## config.mk

```make
export PLATFORM = sky130hd
export DESIGN_NAME = rr_encoder_4x2
export DESIGN_NICKNAME = d
export VERILOG_FILES = /design/src/rtl/rr_encoder_4x2_pkg.sv /design/src/rtl/rr_encoder_4x2_pick.sv /design/src/rtl/rr_encoder_4x2.sv
export SDC_FILE = /design/constraint.sdc
export NUM_CORES = 1
export LEC_CHECK = 0
export BUFFER_PORTS_ARGS = -buffer_cell sky130_fd_sc_hd__buf_2
export CAP_MARGIN = 0
export CORE_ASPECT_RATIO = 1.2
export CORE_UTILIZATION = 40
export CTS_BUF_LIST = sky130_fd_sc_hd__clkbuf_4 sky130_fd_sc_hd__clkbuf_8
export DETAILED_ROUTE_END_ITERATION = 10
export PLACE_DENSITY = 0.75
export RECOVER_POWER = 50
export SLEW_MARGIN = 10
export SYNTH_ARGS = -nofsm -noshare
export SYNTH_HDL_FRONTEND = slang
export SYNTH_SLANG_ARGS = --single-unit
```

## constraint.sdc

```tcl
create_clock -name clk -period 2.32 [get_ports clk]
set_clock_uncertainty 0.2 [all_clocks]
set_input_delay 0.464 -clock clk [delete_from_list [all_inputs] [get_ports clk]]
set_output_delay 0.464 -clock clk [all_outputs]
set_load 0.005 [all_outputs]
```

## src/rtl/rr_encoder_4x2_pkg.sv

```systemverilog
// Shared constants for the round-robin request encoder.
// Latency: none; this package holds declarations only.
// Backpressure: not applicable.
package rr_encoder_4x2_pkg;

    localparam int ENC_N = 4;
    localparam int ENC_W = 2;

    // The top level keeps the IDLE/HOLD state in out_valid itself.
    // This enum gives the two states names for anyone decoding that flag.
    typedef enum logic {
        ENC_IDLE = 1'b0,
        ENC_HOLD = 1'b1
    } enc_state_e;

endpackage

```

## src/rtl/rr_encoder_4x2_pick.sv

```systemverilog
// Round-robin selector: finds the first set bit of pend_i, scanning from ptr_i upward mod N.
// Latency: purely combinational.
// Backpressure: none; the caller decides when the result is used.
// Ports: pend_i (candidate set), ptr_i (scan start) -> found_o (any bit set), sel_o (winning index).
module rr_pick
    import rr_encoder_4x2_pkg::*;
#(
    parameter int N = ENC_N,
    parameter int W = ENC_W
) (
    input  logic [N-1:0] pend_i,
    input  logic [W-1:0] ptr_i,
    output logic         found_o,
    output logic [W-1:0] sel_o
);

    logic [2*N-1:0] dbl;
    logic [N-1:0]   rot;
    logic [W-1:0]   off;

    // Shifting the doubled vector right by ptr_i rotates the request set.
    // After the shift, bit 0 is the request at index ptr_i.
    assign dbl = {pend_i, pend_i} >> ptr_i;
    assign rot = dbl[N-1:0];

    // Priority-encode the lowest set bit of the rotated vector.
    always_comb begin
        found_o = 1'b0;
        off     = '0;
        for (int i = N - 1; i >= 0; i--) begin
            if (rot[i]) begin
                found_o = 1'b1;
                off     = i[W-1:0];
            end
        end
    end

    // N is a power of two, so the W-bit add wraps mod N for free.
    assign sel_o = ptr_i + off;

endmodule

```

## src/rtl/rr_encoder_4x2.sv

```systemverilog
// Round-robin encoder: latches requests into a pending set and emits one binary index per handshake.
// Latency: a req sampled at edge t can appear at edge t+1 if idle; one code per cycle while out_ready=1.
// Backpressure: out_ready=0 holds out_code/out_valid; pending keeps accumulating requests.
// Ports: clk, rst_n (async active-low), req (request lines), out_code/out_valid/out_ready (output handshake),
//        pending (latched requests not yet emitted, status only).
module rr_encoder_4x2
    import rr_encoder_4x2_pkg::*;
#(
    parameter int N = ENC_N,
    parameter int W = ENC_W
) (
    input  logic         clk,
    input  logic         rst_n,
    input  logic [N-1:0] req,
    output logic [W-1:0] out_code,
    output logic         out_valid,
    input  logic         out_ready,
    output logic [N-1:0] pending
);

    logic [N-1:0] pending_q, pending_d;
    logic [W-1:0] ptr_q;
    logic [W-1:0] out_code_q;
    logic         out_valid_q;

    logic         found;
    logic [W-1:0] sel;
    logic         advance;
    logic         grant;
    logic [N-1:0] clear_mask;

    // The selector sees only the registered pending set, never raw req.
    rr_pick #(.N(N), .W(W)) u_pick (
        .pend_i  (pending_q),
        .ptr_i   (ptr_q),
        .found_o (found),
        .sel_o   (sel)
    );

    // A new code may be loaded when idle, or when the current one is accepted.
    assign advance = ~out_valid_q | out_ready;
    assign grant   = advance & found;

    // The granted bit leaves pending as it is loaded into out_code.
    // OR-ing req afterwards lets a same-cycle re-request win over the clear.
    always_comb begin
        clear_mask = '0;
        if (grant) begin
            clear_mask = {{(N-1){1'b0}}, 1'b1} << sel;
        end
        pending_d = (pending_q & ~clear_mask) | req;
    end

    always_ff @(posedge clk or negedge rst_n) begin
        if (!rst_n) begin
            pending_q   <= '0;
            ptr_q       <= '0;
            out_code_q  <= '0;
            out_valid_q <= 1'b0;
        end else begin
            pending_q <= pending_d;
            if (grant) begin
                out_code_q  <= sel;
                out_valid_q <= 1'b1;
                ptr_q       <= sel + W'(1);
            end else if (advance) begin
                // Handshake with nothing left to send: drop to idle, keep the last code.
                out_valid_q <= 1'b0;
            end
        end
    end

    assign out_code  = out_code_q;
    assign out_valid = out_valid_q;
    assign pending   = pending_q;

endmodule

```

==> flow_metrics.tcl <==
set metrics [dict create \
    cp_slowest_stage_delay_ns 0.43 \
    final_nets 99 \
    post_dp_cell_area_um2 737 \
    total_leakage_power_nw 0.324 \
    arrival_ns 2.13 \
    max_stage_delay_cell_worst_path "dfrtp_1" \
    finalSetupTns_ns 0 \
    worst_path_class_setup "reg -> reg" \
    numClockSinks 9 \
    setup.worst_path.start_class "flop" \
    filler_cell_count 118 \
    final_hold_violations 0 \
    io_buffers 13 \
    areaGrowthSynthToFinish_pct 25.8 \
    grt_pass1_wl_um 2060 \
    routed_via_density 5.47 \
    worst_slew_margin_rel_pct 67.1 \
    worst-endpoint-required_ns 2.26 \
    synth.distinct_cells 33 \
    netSwitchingFraction_pct 42.4 \
    vias_in_the_first_global_route 516 \
    grt_antenna_before_repair 0 \
    post_drt_wl_per_cell_um 13.3 \
    first_iter_violations 9 \
    outcome "finished, final reports clean" \
    grt_max_degree 10 \
    maxSlewViolCount 0 \
    drc 0 \
    cts_made_buffers 3 \
    min_period_over_period_pct 94.4 \
    path_max_fanout 4 \
    cts_max_level 1 \
    worstMarginPinSlew_ns 0.494 \
    synth.net_count 78 \
    cts.clk_slew.worst_paths_ns 0.06 \
    layout.cells.non_filler 107 \
    first_pass_iters 4 \
    globalRouteOverflowTotal 0 \
    multi_input_area_um2 392 \
    clk_latency_ns 0.26 \
    power_density_nw_per_um2 1420 \
    synth_cells 70 \
    seq_power_share_pct 30.0 \
    cts_tree "built" \
    netlist_area_um2 631 \
    design.die.area_um2 1740 \
    drive_above_1_share_pct 32.2 \
    cts_setup_buffers 0 \
    synth.ff_latch_count 9 \
    fin_crit_ns 2.19 \
    cts-root-to-sink-buffers 2 \
    max_freq_ghz 0.456 \
    fp.dieH_um 45.5 \
    gp_routability_congestion 0.877 \
    hold_path_class "in -> reg" \
    fp.dieW_um 38.2 \
    net-switching-power_uw 477 \
    row_count 15 \
    postRouteAntennaNets 0 \
    top_level_ports 14 \
    synth-warning-count 0 \
    via_count 585 \
    antenna_cells 0 \
    p_comb_share_pct 58.4 \
    coreArea_um2 1450 \
    synth.yosys.seq_area_share_pct 35.7 \
    postSynthAreaPerCell_um2 9.01 \
    final-seq-area_um2 226 \
    place_hpwl_um 1090 \
    finalCoreUtilization_pct 54.9 \
    ctsRootBufferMaster "clkbuf_4" \
    floorplan.initialDensity_pct 43.6 \
    finished_layout_cell_area_um2 793 \
    internal_power_uw 649 \
    vdd.ir_drop.worst_mv 0.682 \
    drt-total-wl_um 1420 \
    p_clk_share_pct 11.6 \
    finalSetupViolations 0 \
    p_total_mw 1.13 \
    maxCapViolCount 0 \
    gr-usage-all-layers_pct 17.4 \
    end_kind "flop" \
    dp.cells 102 \
    crit_path_cell_trace "nor2_1 > nor3_1 > a21oi_1 > o211ai_1 > ha_2 > xnor2_2 > a21boi_1 > o21ai_1 > xnor2_1" \
]
## power groups by stage
stage	Clock, mW	Combinational [mW]	Sequential [mW]
floorplan	0	0.491	0.288
finish	0.130	0.658	0.338
detailed placement	0	0.612	0.328
CTS	0.135	0.615	0.325
global route	0.142	0.721	0.350
global placement	0	0.605	0.324
## sequential cells by signal (all words and copies together), names as in the netlist
| signal | flops |
|---|---|
| pending | 4 |
| out_code | 2 |
| ptr_q | 2 |
| out_valid | 1 |
## layout make-up
type	count	area share [%]
Tap cell	17	2.68
Timing Repair Buffer	20	14.7
Multi-Input combinational cell	55	49.4
Clock buffer	4	3.79
Sequential cell	9	28.5
Inverter	2	0.946
## metrics by stage
step | worst slack, ns | hold slack, ns
finish | 0.129 | 0.177
global route | -0.0454 | 0.170
CTS | 0.0936 | 0.172
detailed placement | 0.101 | 0.122
global placement | 0.168 | 0.120
floorplan | 0.0447 | -0.0316
## path summary, 6_finish.rpt
path                            slack [ns]          end  cells after the start   startpoint
worst max-delay path                  0.13     ptr_q[1]                      9   pending[2]
worst min-delay path                  0.18   pending[2]                      2       req[2]
worst max register to register        0.13     ptr_q[1]                      9   pending[2]
worst min register to register        0.30  out_code[1]                      1  out_code[1]
max in group asynchronous             1.08     ptr_q[0]                      2        rst_n
min in group asynchronous             0.47     ptr_q[1]                      2        rst_n
## logic make-up (layout without fill, tap and decap cells)
group,after synthesis,after routing,synth area share (%)
buffers and inverters,6,26,5.16
AND/OR/NAND/NOR,27,27,24.4
multiplexers,1,1,2.38
adder cells (fa/ha/maj),1,1,1.98
flip-flops,9,9,35.7
AO/OA/AOI/OAI,22,22,24.8
XOR/XNOR,4,4,5.56
## routing by layer
metal | vias up | global-route usage, % | wire length (um)
li1 | 293 | - | -
met1 | 272 | 19.7 | 582
met2 | 13 | 28.8 | 755
met3 | 7 | 2.94 | 37
met4 | 0 | 12.9 | 44
met5 | - | 0 | 0
## cells in the mapped netlist, drive strengths merged
master	n	area, um^2
dfrtp	9	225
o21ai	7	35.0
nor3	5	36.3
a21o	4	30.0
nand2	4	15.0
nand3	4	20.0
nor2	4	15.0
buf	3	21.3
nor3b	3	22.5
xnor2	3	26.3
a21boi	2	26.3
a21oi	2	10.0
inv	2	7.51
nand2b	2	12.5
o21a	2	15.0
a31oi	1	6.26
a32o	1	11.3
a32oi	1	8.76
and2	1	6.26
and2b	1	7.51
clkbuf	1	3.75
ha	1	12.5
mux2	1	15.0
nor2b	1	6.26
nor4	1	6.26
o211ai	1	7.51
o22ai	1	6.26
or2	1	6.26
xor2	1	8.76
## what timing repair did
action	CTS	global route
hold buffers	1	0
endpoints found under the hold margin	9	0
setup endpoints to repair	0	6
resized for setup	0	7
## placed cells by master (no fill, tap or decap), types with 3 or more instances in the layout
master / count
nor3_1: 4
nand3_1: 4
o21ai_1: 5
clkbuf_1: 3
dfrtp_1: 8
buf_4: 6
a21o_1: 4
nor2_1: 3
nand2_1: 4
clkbuf_4: 4
nor3b_1: 3
buf_2: 10
## critical path, delay by kind of cell (launching register included)
kind                     cells  cell delay (ns)
AND/OR/NAND/NOR              2             0.25
adder cells (fa/ha/maj)      1             0.39
AO/OA/AOI/OAI                4             0.54
XOR/XNOR                     2             0.26
flip-flops                   1             0.43
Power figures use the tool's default switching activity.
